### src/rtl/ula_pkg.sv
// Opcode constants, FSM encoding and opcode helpers shared by the
// ula_fx scheduler files.
package ula_pkg;

    localparam logic [4:0] OP_NOP = 5'd0;
    localparam logic [4:0] OP_MLT = 5'd3;
    localparam logic [4:0] OP_DIV = 5'd4;
    localparam logic [4:0] OP_MOD = 5'd5;
    localparam logic [4:0] OP_MAX = 5'd27;

    typedef enum logic [1:0] {
        S_IDLE = 2'd0,
        S_EXEC = 2'd1,
        S_RESP = 2'd2
    } state_t;

    function automatic logic is_multi(input logic [4:0] op);
        return (op == OP_MLT) || (op == OP_DIV) || (op == OP_MOD);
    endfunction

    function automatic logic is_divmod(input logic [4:0] op);
        return (op == OP_DIV) || (op == OP_MOD);
    endfunction

endpackage

### src/rtl/ula_fx_sched_if.sv
// Request/response handshake bundle between two requesters and the scheduler.
interface ula_fx_sched_if #(parameter int NUBITS = 32);

    logic [1:0]          req_vld;
    logic [1:0]          req_rdy;
    logic [9:0]          req_op;
    logic [2*NUBITS-1:0] req_in1;
    logic [2*NUBITS-1:0] req_in2;
    logic [1:0]          rsp_vld;
    logic [1:0]          rsp_rdy;
    logic [NUBITS-1:0]   rsp_out;
    logic                rsp_zero;
    logic                rsp_err;

    modport master (
        output req_vld, req_op, req_in1, req_in2, rsp_rdy,
        input  req_rdy, rsp_vld, rsp_out, rsp_zero, rsp_err
    );

    modport slave (
        input  req_vld, req_op, req_in1, req_in2, rsp_rdy,
        output req_rdy, rsp_vld, rsp_out, rsp_zero, rsp_err
    );

endinterface

### src/rtl/ula_rr_arb.sv
// Two-way round-robin grant: the requester named by ptr wins if valid,
// otherwise the other one. Purely combinational.
module ula_rr_arb (
    input  logic [1:0] vld,
    input  logic       ptr,
    output logic       gnt_vld,
    output logic       gnt
);

    always_comb begin
        gnt_vld = 1'b0;
        gnt     = ptr;
        if (vld[ptr]) begin
            gnt_vld = 1'b1;
            gnt     = ptr;
        end else if (vld[~ptr]) begin
            gnt_vld = 1'b1;
            gnt     = ~ptr;
        end
    end

endmodule

### src/rtl/ula_fx_sched.sv
// Time-shares one combinational ula_fx between two requesters, holding the
// ALU operands for a per-opcode number of cycles before capturing the result.
//
//   state  | meaning
//   S_IDLE | arbitrate, req_rdy to the granted requester, accept on edge
//   S_EXEC | drive latched operands to ula_fx, count down hold time
//   S_RESP | present captured result to owner until its rsp_rdy
module ula_fx_sched
    import ula_pkg::*;
#(
    parameter int NUBITS = 32,
    parameter int MC_LAT = 4
) (
    input  logic               clk,
    input  logic               rst,
    ula_fx_sched_if.slave      bus,
    output logic [4:0]         ula_op,
    output logic [NUBITS-1:0]  ula_in1,
    output logic [NUBITS-1:0]  ula_in2,
    input  logic [NUBITS-1:0]  ula_out,
    input  logic               ula_zero
);

    localparam int CW = $clog2(MC_LAT + 1);

    state_t              state_q, state_nx;
    logic                ptr_q;
    logic                own_q;
    logic [CW-1:0]       cnt_q;
    logic [4:0]          op_q;
    logic [NUBITS-1:0]   in1_q, in2_q;
    logic [NUBITS-1:0]   out_q;
    logic                zero_q, err_q;

    logic                gnt_vld, gnt;
    logic [4:0]          sel_op;
    logic [NUBITS-1:0]   sel_in1, sel_in2;
    logic                accept;
    logic                div_zero;

    ula_rr_arb u_arb (
        .vld     (bus.req_vld),
        .ptr     (ptr_q),
        .gnt_vld (gnt_vld),
        .gnt     (gnt)
    );

    assign sel_op   = gnt ? bus.req_op[9:5] : bus.req_op[4:0];
    assign sel_in1  = gnt ? bus.req_in1[NUBITS +: NUBITS] : bus.req_in1[0 +: NUBITS];
    assign sel_in2  = gnt ? bus.req_in2[NUBITS +: NUBITS] : bus.req_in2[0 +: NUBITS];
    assign accept   = (state_q == S_IDLE) && gnt_vld;
    assign div_zero = is_divmod(op_q) && (in2_q == '0);

    always_ff @(posedge clk) begin
        if (rst) state_q <= S_IDLE;
        else     state_q <= state_nx;
    end

    always_comb begin
        state_nx = state_q;
        unique case (state_q)
            S_IDLE:  if (gnt_vld)             state_nx = S_EXEC;
            S_EXEC:  if (cnt_q == '0)         state_nx = S_RESP;
            S_RESP:  if (bus.rsp_rdy[own_q])  state_nx = S_IDLE;
            default:                          state_nx = S_IDLE;
        endcase
    end

    always_comb begin
        bus.req_rdy = 2'b00;
        bus.rsp_vld = 2'b00;
        ula_op      = OP_NOP;
        ula_in1     = '0;
        ula_in2     = '0;
        // Gated by rst so nothing looks accepted while reset is held.
        if (accept && !rst) bus.req_rdy = gnt ? 2'b10 : 2'b01;
        if (state_q == S_RESP) bus.rsp_vld = own_q ? 2'b10 : 2'b01;
        if (state_q == S_EXEC) begin
            ula_op  = op_q;
            ula_in1 = in1_q;
            ula_in2 = in2_q;
        end
    end

    always_ff @(posedge clk) begin
        if (rst) begin
            ptr_q  <= 1'b0;
            own_q  <= 1'b0;
            cnt_q  <= '0;
            op_q   <= OP_NOP;
            in1_q  <= '0;
            in2_q  <= '0;
            out_q  <= '0;
            zero_q <= 1'b0;
            err_q  <= 1'b0;
        end else if (accept) begin
            op_q  <= sel_op;
            in1_q <= sel_in1;
            in2_q <= sel_in2;
            own_q <= gnt;
            ptr_q <= ~gnt;
            cnt_q <= is_multi(sel_op) ? CW'(MC_LAT - 1) : '0;
        end else if (state_q == S_EXEC) begin
            if (cnt_q == '0) begin
                // Divide by zero result is forced, whatever ula_fx produced.
                out_q  <= div_zero ? '0 : ula_out;
                zero_q <= div_zero ? 1'b1 : ula_zero;
                err_q  <= div_zero || (op_q > OP_MAX);
            end else begin
                cnt_q <= cnt_q - CW'(1);
            end
        end
    end

    assign bus.rsp_out  = out_q;
    assign bus.rsp_zero = zero_q;
    assign bus.rsp_err  = err_q;

endmodule

### src/flat_wrapper.sv
// flat-port wrapper written by rule: the top's interface ports become plain ports
module ula_fx_sched_flat import ula_pkg::*;
#(
    parameter int NUBITS = 32,
    parameter int MC_LAT = 4
)
  (clk, rst, ula_op, ula_in1, ula_in2, ula_out, ula_zero, bus_req_vld, bus_req_op, bus_req_in1, bus_req_in2, bus_rsp_rdy, bus_req_rdy, bus_rsp_vld, bus_rsp_out, bus_rsp_zero, bus_rsp_err);
  ula_fx_sched_if #(.NUBITS(NUBITS)) bus_i ();
  input  logic clk;
  input  logic rst;
  output logic [4:0] ula_op;
  output logic [NUBITS-1:0] ula_in1;
  output logic [NUBITS-1:0] ula_in2;
  input  logic [NUBITS-1:0] ula_out;
  input  logic ula_zero;
  input wire logic [$bits(bus_i.req_vld)-1:0] bus_req_vld;
  input wire logic [$bits(bus_i.req_op)-1:0] bus_req_op;
  input wire logic [$bits(bus_i.req_in1)-1:0] bus_req_in1;
  input wire logic [$bits(bus_i.req_in2)-1:0] bus_req_in2;
  input wire logic [$bits(bus_i.rsp_rdy)-1:0] bus_rsp_rdy;
  output wire logic [$bits(bus_i.req_rdy)-1:0] bus_req_rdy;
  output wire logic [$bits(bus_i.rsp_vld)-1:0] bus_rsp_vld;
  output wire logic [$bits(bus_i.rsp_out)-1:0] bus_rsp_out;
  output wire logic [$bits(bus_i.rsp_zero)-1:0] bus_rsp_zero;
  output wire logic [$bits(bus_i.rsp_err)-1:0] bus_rsp_err;
  assign bus_i.req_vld = bus_req_vld;
  assign bus_i.req_op = bus_req_op;
  assign bus_i.req_in1 = bus_req_in1;
  assign bus_i.req_in2 = bus_req_in2;
  assign bus_i.rsp_rdy = bus_rsp_rdy;
  assign bus_req_rdy = bus_i.req_rdy;
  assign bus_rsp_vld = bus_i.rsp_vld;
  assign bus_rsp_out = bus_i.rsp_out;
  assign bus_rsp_zero = bus_i.rsp_zero;
  assign bus_rsp_err = bus_i.rsp_err;
  ula_fx_sched #(.NUBITS(NUBITS), .MC_LAT(MC_LAT)) u_core (.clk(clk), .rst(rst), .bus(bus_i), .ula_op(ula_op), .ula_in1(ula_in1), .ula_in2(ula_in2), .ula_out(ula_out), .ula_zero(ula_zero));
endmodule
### config.mk
export PLATFORM = sky130hd
export DESIGN_NAME = ula_fx_sched_flat
export DESIGN_NICKNAME = d
export VERILOG_FILES = /design/src/rtl/ula_pkg.sv /design/src/rtl/ula_fx_sched_if.sv /design/src/rtl/ula_rr_arb.sv /design/src/rtl/ula_fx_sched.sv /design/src/flat_wrapper.sv
export SDC_FILE = /design/constraint.sdc
export NUM_CORES = 1
export LEC_CHECK = 0
export ABC_AREA = 1
export BUFFER_PORTS_ARGS = -buffer_cell sky130_fd_sc_hd__buf_2
export CORE_UTILIZATION = 46
export DETAILED_ROUTE_END_ITERATION = 10
export MAX_ROUTING_LAYER = met4
export PLACE_DENSITY = 0.8
export SLEW_MARGIN = 20
export SYNTH_ARGS = -nofsm -noshare
export SYNTH_HDL_FRONTEND = slang
export SYNTH_SLANG_ARGS = --single-unit
### constraint.sdc
create_clock -name clk -period 2.9 [get_ports clk]
set_clock_uncertainty 0.2 [all_clocks]
set_input_delay 0 -clock clk [delete_from_list [all_inputs] [get_ports clk]]
set_output_delay 0 -clock clk [all_outputs]
set_load 0.03 [all_outputs]
Yosys cells after proc, flatten, opt, wreduce, memory -nomap -nowiden --
Index checks and enable logic that the tools add are counted.
Storage, ports and cells: logic and storage cells 74, memories kept 0, output and inout port bits 107, flip-flop bits (word level) 110, bits in read-only memories 0, RAM bits 0, latch bits 0
Operators by class: divide/modulo/power cells 0, bitwise logic cells 3, shift-type cells 0, multiply operators 0, $add $sub $neg 1, order comparisons 4, eq/ne operators 11, multiplexer cells 30, reductions and logical operators 15
Operators with widths (number):
- 2-to-1 mux 32 bit | 5
- logical NOT 32 bit | 1
- == test 5 x 3 -> 1 bit, second input constant | 4
- 2-to-1 mux 2 bit | 8
- 2-to-1 mux 1 bit | 11
- 2-to-1 mux 5 bit | 2
- 2-to-1 mux 3 bit | 3
- inequality test 2 x 1 -> 1 bit, second input constant | 4
- < comparator 1 x 2 -> 1 bit, second input constant | 3
- case mux 2 bit (3 select lines) | 1
- AND reduction 3 bit | 2
- == test 5 x 2 -> 1 bit, second input constant | 1
- > comparator 5 bit, second input constant | 1
- logical OR 1 bit | 4
- logical AND 1 bit | 3
- logical NOT 3 bit | 1
- NOT 1 bit | 3
- subtractor 3 x 1 -> 3 bit, second input constant | 1
- == test 2 x 1 -> 1 bit, second input constant | 1
- == test 2 bit, second input constant | 1
- logical NOT 2 bit | 1
- AND reduction 2 bit | 1
- nonzero test 2 bit | 1
- logical NOT 1 bit | 1

Depth between registers and ports, before layout --
Gate-level depths: netlist (run 1).
depth in word-level cells 11, gate-level depth with buffers 10, gate-level depth less buffers 9

Modules after synthesis --
A second synthesis (run 1) with hierarchy kept.
Unflattened totals: cell total of the unflattened synthesis 767, area total of the unflattened synthesis 5280.1 um^2
Modules (own cells, without submodules):
- ula_fx_sched | sequential area each 2202.1 um^2, cells each 763, area an instance 5261.3 um^2, instances 1
- ula_rr_arb | sequential area each 0.0 um^2, cells each 4, area an instance 18.8 um^2, instances 1

Least setup slack after synthesis (run 1) --
No wires, ideal clock.
kind register to register, start point reg u_core.cnt_q[0], end point reg u_core.out_q[10], in the netlist u_core.bus.rsp_out[10], path buffers 1, arrival time 1.297 ns, period minus slack after synthesis 1.630 ns, data required time 2.568 ns, library setup time 0.132 ns, slack 1.270 ns, stages on the path, launching flop included 10, cell sequence dfxtp_1 inv_1 ha_1 ha_1 nand2_2 inv_2 buf_4 nand2_1 o21bai_1 a21oi_1
On the way: word-level cells in the longest chain between the ends 2
Ends and longest elaborated chain:
- start: declaration | line ula_fx_sched.sv:29 | logic [CW-1:0] cnt_q;
- start signal: assignment | line ula_fx_sched.sv:102 | cnt_q <= is_multi(sel_op) ? CW'(MC_LAT - 1) : '0;
- start signal: assignment | line ula_fx_sched.sv:110 | cnt_q <= cnt_q - CW'(1);
- logical NOT 3 bit | line ula_fx_sched.sv:104 | if (cnt_q == '0) begin
- AND reduction 3 bit (no source line)
- end signal: assignment | line ula_fx_sched.sv:106 | out_q <= div_zero ? '0 : ula_out;
- end: declaration | line ula_fx_sched.sv:32 | logic [NUBITS-1:0] out_q;
Every way passes these cells. A chain may end at the register's enable or synchronous reset.

Worst setup path in the final report (run 1) --
start point in bus_req_vld[0], end point reg u_core.in2_q[18]
On the way: word-level cells in the longest chain between the ends 5, elaborated cells between the ends (all ways) 10
Ends and longest elaborated chain:
- start: declaration | line flat_wrapper.sv:16 | input wire logic [$bits(bus_i.req_vld)-1:0] bus_req_vld;
- 2-to-1 mux 1 bit (not written as such) (2 in a row) | line ula_rr_arb.sv:16 | end else if (vld[~ptr]) begin
- 2-to-1 mux 1 bit | line ula_rr_arb.sv:16
- 2-to-1 mux 1 bit | line ula_rr_arb.sv:13 | if (vld[ptr]) begin
- 2-to-1 mux 32 bit / logical AND 1 bit (equally long branches) | line ula_fx_sched.sv:50, ula_fx_sched.sv:51
- end signal: assignment | line ula_fx_sched.sv:99 | in2_q <= sel_in2;
- end: declaration | line ula_fx_sched.sv:31 | logic [NUBITS-1:0] in1_q, in2_q;
Parallel ways exist; a longest one is shown, timed or not. The select of a mux whose other input is x is not followed.

==> results of run 1 <==
[cells by family after synthesis]
logic type,synth area share [%]
AND/OR/NAND/NOR,22.5
buffers and inverters,12.2
AO/OA/AOI/OAI,23.1
flip-flops,41.7
adder cells (fa/ha/maj),0.474
[layout by cell type (no fill, tap or decap)]
cell	synthesis	layout
sky130_fd_sc_hd__a211oi_1	1	1
sky130_fd_sc_hd__a21oi_1	43	43
sky130_fd_sc_hd__a22oi_1	30	30
sky130_fd_sc_hd__a31oi_1	1	1
sky130_fd_sc_hd__a32oi_1	34	34
sky130_fd_sc_hd__buf_12	0	2
sky130_fd_sc_hd__buf_2	12	283
sky130_fd_sc_hd__buf_4	7	7
sky130_fd_sc_hd__bufinv_16	0	4
sky130_fd_sc_hd__clkbuf_16	0	9
sky130_fd_sc_hd__clkinv_2	0	1
sky130_fd_sc_hd__dfxtp_1	110	110
sky130_fd_sc_hd__dlygate4sd3_1	0	177
sky130_fd_sc_hd__ha_1	2	2
sky130_fd_sc_hd__inv_1	83	83
sky130_fd_sc_hd__inv_2	8	8
sky130_fd_sc_hd__inv_4	1	1
sky130_fd_sc_hd__inv_6	0	2
sky130_fd_sc_hd__nand2_1	182	182
sky130_fd_sc_hd__nand2_2	3	3
sky130_fd_sc_hd__nand2_4	1	1
sky130_fd_sc_hd__nand3_1	6	6
sky130_fd_sc_hd__nand4_1	9	9
sky130_fd_sc_hd__nor2_1	88	88
sky130_fd_sc_hd__nor2_2	1	1
sky130_fd_sc_hd__nor2_4	2	2
sky130_fd_sc_hd__nor2_8	1	1
sky130_fd_sc_hd__o2111a_1	1	1
sky130_fd_sc_hd__o21ai_0	21	21
sky130_fd_sc_hd__o21ai_1	21	21
sky130_fd_sc_hd__o21bai_1	32	32
sky130_fd_sc_hd__o22ai_1	1	1
sky130_fd_sc_hd__or2_1	1	1
[layer usage]
metal  share of wire [%]  vias up
met5                   0        -
met4                 5.9        0
met3                 7.8      119
met2                  50      454
met1                  36     3215
li1                    -     3252
[critical path, delay by kind of cell]
family / cells / cell delay [ns]
AO/OA/AOI/OAI: 2 / 0.41
buffers and inverters: 5 / 2.12
AND/OR/NAND/NOR: 2 / 0.24
[report_power, final]
| group | leakage (nW) | internal, mW | switching (mW) | total (mW) |
|---|---|---|---|---|
| Sequential | 0.903 | 1.75 | 0.145 | 1.90 |
| Clock | 0.180 | 0.937 | 0.570 | 1.51 |
| Combinational | 3.23 | 0.784 | 1.19 | 1.98 |
[registers in the layout, indices dropped and copies added (netlist names)]
register,count
u_core.bus.rsp_out,32
u_core.in1_q,32
u_core.in2_q,32
u_core.op_q,5
u_core.cnt_q,3
u_core.state_q,2
u_core.bus.rsp_err,1
u_core.bus.rsp_zero,1
u_core.own_q,1
u_core.ptr_q,1
[final timing paths]
kind / start / end / slack, ns
setup / recovery: bus_req_vld[0] / u_core.in2_q[18] / 0.16
hold / removal: bus_req_vld[1] / u_core.ptr_q / 0.02
setup reg to reg: u_core.state_q[1] / u_core.in2_q[18] / 0.17
hold reg to reg: u_core.bus.rsp_out[31] / u_core.bus.rsp_out[31] / 0.26
[layout make-up]
type	instances	area, um^2
well taps	140	175
flip-flops and latches	110	2200
clock buffers	9	225
fillers	666	2230
inverters	92	348
repair buffers	469	3280
multi-input cells	481	2430
clock inverters	7	143
[stage by stage]
step / instance area (um^2) / instances / util [%] / hold WS [ns] / setup slack, ns
2_1_floorplan: 5280 / 735 / - / -0.0904 / 1.27
3_3_place_gp: 6660 / 1115 / 60.4 / -0.00666 / 0.835
3_5_place_dp: 6660 / 1115 / 60.4 / -0.00301 / 0.763
4_1_cts: 8800 / 1308 / 79.8 / 0.00403 / 0.347
5_1_grt: 8800 / 1308 / 79.8 / 0.0381 / 0.0738
6_report: 8800 / 1308 / 79.8 / 0.0187 / 0.161
==> out/metrics.yaml, run 1 <==
grt:
  grt_antenna_before_repair: 0
  top_usage_layer: "met2"
  track_usage_pct: 36.9
  grt_use_met1_pct: 38.9
  first_global_vias: 6931
  grtUsageMet3_pct: 7.71
  met2_demand_to_capacity_share_in_global_routing_pct: 62.3
  grt_remaining_overflow: 0
  grt_pass1_wl_mm: 32.9
  grt_start_max_net_pins: 71
job:
  maxCapViolCount: 0
logic_synthesis:
  synth_top_area_cell: "sky130_fd_sc_hd__dfxtp_1"
  mappedNetlistNets: 914
  post_synth_most_frequent_cells: "sky130_fd_sc_hd__nand2_1 (182), sky130_fd_sc_hd__dfxtp_1 (110), sky130_fd_sc_hd__nor2_1 (88)"
  synth.yosys.seq_area_share_pct: 41.7
  post-synth-top-count-cell: "sky130_fd_sc_hd__nand2_1"
  netlist-cell-type-count: 30
  synth.ff_latch_count: 110
  dominantRegCellSynth: "sky130_fd_sc_hd__dfxtp_1"
  post-synth-top-area-fraction_pct: 41.7
  syn_inst: 735
  postSynthAreaPerCell_um2: 7.18
  synth-warning-count: 0
  synth.cell_area_mm2: 0.00528
  synth_edf_count: 0
  async_reset_ff_share_pct: 0
  netlist_top_cells_area: "sky130_fd_sc_hd__dfxtp_1 (42%), sky130_fd_sc_hd__nand2_1 (13%), sky130_fd_sc_hd__nor2_1 (6.3%)"
setup_path:
  critical_path.startpoint_type: "input pin"
  critical_path.max_stage_delay_ns: 0.60
  crit_path_max_fanout: 42
  arrival_ns: 2.82
  cp-end-kind: "register"
  timing.critical_path.required_ns: 2.98
  worstSetupPathType: "input pin to register"
  cp_cell_sequence: "dlygate4sd3_1 > buf_2 > nor2_1 > nor2_4 > inv_4 > buf_4 > a22oi_1 > o21ai_0 > dlygate4sd3_1"
  critPathMostFrequentCell: "sky130_fd_sc_hd__dlygate4sd3_1"
  critPathSlowestCell: "sky130_fd_sc_hd__dlygate4sd3_1"
  worst-r2r-cell-count: 8
timing:
  setup_repair_after_global_routing_missed_its_margin: "false"
  min_period_ns: 2.74
  max_freq_ghz: 0.365
  setup_tns_ns: 0
  worst_slew_margin_rel_pct: 49.6
  slew_violations: 0
  setup_failing_eps_final: 0
  hold_viol: 0
  timing.final.crit_share_pct: 94.4
  transition_time_at_the_pin_with_the_least_slew_margin_ns: 0.756
detailed_routing:
  avgViaCountPerCell: 5.38
  vias: 7040
  detailedRoute.firstIterationViolations: 731
  antenna_violating_nets_post_route: 0
  total_wire_length_mm: 21.7
  detail_route.first_pass.iterations: 7
  drt-wirelength-per-cell_um: 16.6
  drt_drc_violations_left: 0
placement:
  io_buffer_count: 283
  place_hpwl_mm: 11.6
  gp_routability_congestion: 0.891
clocking:
  clockRootBuffer: "sky130_fd_sc_hd__clkbuf_16"
  clkSinkCount: 110
  cts_hold_buf: 177
  cts.reportedPaths.clkPinSlew_ns: 0.08
  cts_buffer_depth: 2
  htreeDepth: 3
  tritoncts: "built"
  clkLatencyLatePin_ns: 0.34
  postCtsResizedCells: 0
  tritoncts.num_buffers: 9
  postCtsSetupRepairBufs: 0
min_path:
  timing.hold.worst_path_depth: 5
  hold_path_class: "input pin to register"
power_and_ir_drop:
  report.power.total_mw: 5.38
  power.ir.vdd_worst_v: 0.000560
  power.static_leakage_nw: 4.31
  powerDensity_mw_per_mm2: 611
floorplan:
  floorplan.die_area_mm2: 0.0119
  coreArea_mm2: 0.0110
  die_y_um: 109
  ios: 284
  floorplan.initialDensity_pct: 47.8
  row_count: 38
  dieWidth_um: 109
cells_and_area:
  areaGrowthSynthToFinish_pct: 66.8
  drive_gt1_share_pct: 27.8
  count_of_inserted_antenna_diode_cells: 0
  fin_nets: 1342
status:
  outcome: "complete, no violations"
No activity file was read; power rests on OpenSTA's default activity.
==> inputs of run 2 (changes only) <==
Settings changed: SYNTH_HIERARCHICAL set to 1.
==> run 2 against run 1 <==
Die area barely moved. Non-clock buffer count fell by 4. Clock-buffer cell count rose by 1. Synthesized area barely moved. Sequential power rose by 3%. Largest cell class unchanged.
==> out/metrics.yaml, run 2 <==
cells_and_area:
  seq_area_mm2: 0.00220  # unchanged
  post-route-util_pct: 79.0  # was 79.8%
  fin_nets: 1369  # was 1,342
  num-fill-cells: 741  # was 666
  layout.cells.most_common_list: "sky130_fd_sc_hd__buf_2 (283), sky130_fd_sc_hd__nand2_1 (193), sky130_fd_sc_hd__dlygate4sd3_1 (173)"  # was sky130_fd_sc_hd__buf_2 (283), sky130_fd_sc_hd__nand2_1 (182), sky130_fd_sc_hd__dlygate4sd3_1 (177)
  design_area_mm2: 0.00872  # was 0.00880 mm^2
  drive_gt1_share_pct: 26.7  # was 27.8%
  areaGrowthSynthToFinish_pct: 65.1  # was 66.8%
  multi_input_comb_area_mm2: 0.00238  # was 0.00243 mm^2
  most_common_cell_after_layout_fill_and_taps_aside: "sky130_fd_sc_hd__buf_2"  # unchanged
power_and_ir_drop:
  cellInternalPower_mw: 3.29  # was 3.47 mW
  report.power.total_mw: 5.34  # was 5.38 mW
  sequential_fraction_of_design_power_pct: 36.5  # was 35.2%
  powerDensity_mw_per_mm2: 612  # was 611 mW/mm^2
  netSwitchingPower_mw: 2.04  # was 1.91 mW
  clock_power_share_pct: 24.1  # was 28.0%
  pwr-share-comb_pct: 39.4  # was 36.8%
  netSwitchingFraction_pct: 38.3  # was 35.5%
  power.ir.vdd_worst_v: 0.000478  # was 0.000560 V
  power.static_leakage_nw: 4.29  # was 4.31 nW
logic_synthesis:
  netlist-cell-type-count: 27  # was 30
  post-synth-top-area-fraction_pct: 41.7  # about the same
  async_reset_ff_share_pct: 0  # unchanged
  synth.cell_area_mm2: 0.00528  # about the same
  mappedNetlistNets: 946  # was 914
  synth_top_area_cell: "sky130_fd_sc_hd__dfxtp_1"  # unchanged
  post-synth-top-count-cell: "sky130_fd_sc_hd__nand2_1"  # unchanged
  postSynthAreaPerCell_um2: 6.88  # was 7.18 um^2
  synth_mux_area_share_pct: 0  # unchanged
  synth_top_family_by_area: "simple AND/OR/NAND/NOR gates"  # was compound AO/OA/AOI/OAI gates
  synth.ff_latch_count: 110  # unchanged
  post_synth_most_frequent_cells: "sky130_fd_sc_hd__nand2_1 (193), sky130_fd_sc_hd__dfxtp_1 (110), sky130_fd_sc_hd__inv_1 (110)"  # was sky130_fd_sc_hd__nand2_1 (182), sky130_fd_sc_hd__dfxtp_1 (110), sky130_fd_sc_hd__nor2_1 (88)
  netlist_top_cells_area: "sky130_fd_sc_hd__dfxtp_1 (42%), sky130_fd_sc_hd__nand2_1 (14%), sky130_fd_sc_hd__inv_1 (7.8%)"  # was sky130_fd_sc_hd__dfxtp_1 (42%), sky130_fd_sc_hd__nand2_1 (13%), sky130_fd_sc_hd__nor2_1 (6.3%)
  dominantRegCellSynth: "sky130_fd_sc_hd__dfxtp_1"  # unchanged
  synth_compound_gate_area_share_pct: 22.2  # was 23.1%
  synth_edf_count: 0  # unchanged
  synth.yosys.seq_area_share_pct: 41.7  # about the same
  synth-warning-count: 6  # was 0
  syn_inst: 767  # was 735
  synth_xor_xnor_area_share_pct: 0  # unchanged
  synth_adder_area_share_pct: 0.474  # about the same
  synthSimpleGateAreaFrac_pct: 22.3  # was 22.5%
timing:
  timing.final.crit_share_pct: 93.9  # was 94.4%
  fin_hold_ws_ns: 0.0427  # was 0.0187 ns
  worst_slew_margin_rel_pct: 38.7  # was 49.6%
  setup_tns_ns: 0  # unchanged
  setup_failing_eps_final: 0  # unchanged
  min_period_ns: 2.72  # was 2.74 ns
  max_freq_ghz: 0.367  # was 0.365 GHz
  setup_repair_after_global_routing_missed_its_margin: "false"  # unchanged
  transition_time_at_the_pin_with_the_least_slew_margin_ns: 0.918  # was 0.756 ns
  slew_violations: 0  # unchanged
  hold_viol: 0  # unchanged
grt:
  grt_pass1_wl_mm: 33.5  # was 32.9 mm
  first_global_vias: 7082  # was 6,931
  grt_start_max_net_pins: 73  # was 71
  grt_remaining_overflow: 0  # unchanged
  grt_antenna_before_repair: 3  # was 0
  track_usage_pct: 37.3  # was 36.9%
setup_path:
  arrival_ns: 2.80  # was 2.82 ns
  critPathMostFrequentCell: "sky130_fd_sc_hd__nand2_1"  # was sky130_fd_sc_hd__dlygate4sd3_1
  critPathSlowestCell: "sky130_fd_sc_hd__dlygate4sd3_1"  # unchanged
  critical_path.startpoint_type: "register"  # was input pin
  timing.critical_path.required_ns: 2.97  # was 2.98 ns
  crit_path_max_fanout: 38  # was 42
  critical_path.max_stage_delay_ns: 0.61  # was 0.60 ns
  cp-end-kind: "register"  # unchanged
  timing.critical_path.max_delay_family: "buffers and inverters"  # unchanged
  setup.reg_to_reg.worst_slack_ns: 0.18  # was 0.17 ns
  worstSetupPathType: "register to register"  # was input pin to register
  cp_cell_sequence: "nand2_1 > a21oi_1 > inv_2 > nor2_4 > nand2_1 > inv_4 > nand2_1 > o311ai_0 > dlygate4sd3_1"  # was dlygate4sd3_1 > buf_2 > nor2_1 > nor2_4 > inv_4 > buf_4 > a22oi_1 > o21ai_0 > dlygate4sd3_1
  cp_num_buf_inv: 3  # was 5
clocking:
  clkSinkCount: 110  # unchanged
  cts_buffer_depth: 2  # unchanged
  clockRootBuffer: "sky130_fd_sc_hd__clkbuf_16"  # unchanged
  tritoncts: "built"  # unchanged
  cts.reportedPaths.clkPinSlew_ns: 0.07  # was 0.08 ns
  postCtsSetupRepairBufs: 0  # unchanged
  clkLatencyLatePin_ns: 0.34  # about the same
  tritoncts.num_buffers: 9  # unchanged
  htreeDepth: 3  # unchanged
floorplan:
  dieWidth_um: 109  # about the same
  ios: 284  # unchanged
  floorplan.initialDensity_pct: 47.9  # was 47.8%
  row_count: 38  # unchanged
  floorplan.die_area_mm2: 0.0119  # about the same
  die_y_um: 109  # about the same
  coreArea_mm2: 0.0110  # unchanged
detailed_routing:
  antenna_violating_nets_post_route: 0  # unchanged
  vias: 7009  # was 7,040
  total_wire_length_mm: 21.6  # was 21.7 mm
  avgViaCountPerCell: 5.24  # was 5.38
  drt-wirelength-per-cell_um: 16.1  # was 16.6 um
  detail_route.first_pass.iterations: 5  # was 7
  drt_drc_violations_left: 0  # unchanged
  detailedRoute.firstIterationViolations: 702  # was 731
placement:
  io_buffer_count: 283  # unchanged
  postPlaceCellArea_mm2: 0.00667  # was 0.00666 mm^2
  gp_routability_congestion: 0.883  # was 0.891
  place_hpwl_mm: 11.4  # was 11.6 mm
status:
  outcome: "complete, no violations"  # unchanged
min_path:
  hold_path_class: "input pin to register"  # unchanged
job:
  maxCapViolCount: 0  # unchanged
[run 2: cell count changes after synthesis, moves of 4 or more]
cell                       change
sky130_fd_sc_hd__o21ai_0      +19
sky130_fd_sc_hd__o311ai_1     +28
sky130_fd_sc_hd__nand4_1       -8
sky130_fd_sc_hd__clkbuf_1      +4
sky130_fd_sc_hd__o311ai_0      +9
sky130_fd_sc_hd__buf_2         +4
sky130_fd_sc_hd__a22oi_1      -30
sky130_fd_sc_hd__a32oi_1      -34
sky130_fd_sc_hd__nor2_1       +12
sky130_fd_sc_hd__inv_1        +27
sky130_fd_sc_hd__o21ai_1      -21
sky130_fd_sc_hd__a31oi_1      +27
sky130_fd_sc_hd__nand2_1      +11
[run 2: cells by family (layout without fill, tap and decap cells)]
kind of cell / Yosys count / in the layout
other: 0 / 3
adders and majority gates: 2 / 2
and+or+nand+nor: 305 / 305
AOI/OAI and AO/OA: 182 / 182
buffers and inverters: 168 / 595
DFF: 110 / 110
[run 2: per-layer routing]
layer	routed length [um]	vias to the layer above	GRT usage, %
met4	1040	0	22.5
met2	10700	412	62.1
met5	0	-	-
li1	-	3300	-
met1	8070	3194	39.9
met3	1800	103	9.38
[run 2: layout make-up]
class                      instances  area share (%)
timing repair buffer             465            36.9
clock buffer                      10            2.74
sequential                       110            25.3
antenna                            3          0.0861
multi-input combinational        489            27.3
inverter                         115            4.98
tap                              140            2.01
clock inverter                     5           0.775
[run 2: repair_timing]
item / in CTS / in global routing
resized for setup: 0 / 2
hold buffers: 173 / 0
endpoints found under the setup margin: 0 / 37
endpoints found under the hold margin: 106 / 0
[run 2: metrics by stage]
stage                     setup slack, ns  instances
final                               0.177       1337
after global routing               0.0495       1337
after CTS                           0.109       1334
after detailed placement            0.657       1146
after global placement              0.770       1146
after floorplan                      1.04        767
[run 2: power groups by stage]
stage	combinational, mW	sequential, mW	clock (mW)
3_3_place_gp	1.67	1.96	0
6_report	2.10	1.95	1.28
2_1_floorplan	1.01	2.16	0
5_1_grt	2.28	1.98	1.35
3_5_place_dp	1.70	1.96	0
4_1_cts	2.02	1.93	1.29
[run 2: final timing paths]
path / to / from / cells after the start
hold / removal: u_core/op_q[1] / bus_req_vld[0] / 5
hold reg to reg: u_core/op_q[1] / u_core/op_q[1] / 2
setup reg to reg: u_core/in1_q[24] / u_core/ptr_q / 9
setup / recovery: u_core/in1_q[24] / u_core/ptr_q / 9
[run 2: worst min-delay path, delay by kind of cell]
family	cells	cell delay (ns)
AND/OR/NAND/NOR	3	0.37
buffers and inverters	1	0.10
AO/OA/AOI/OAI	1	0.05
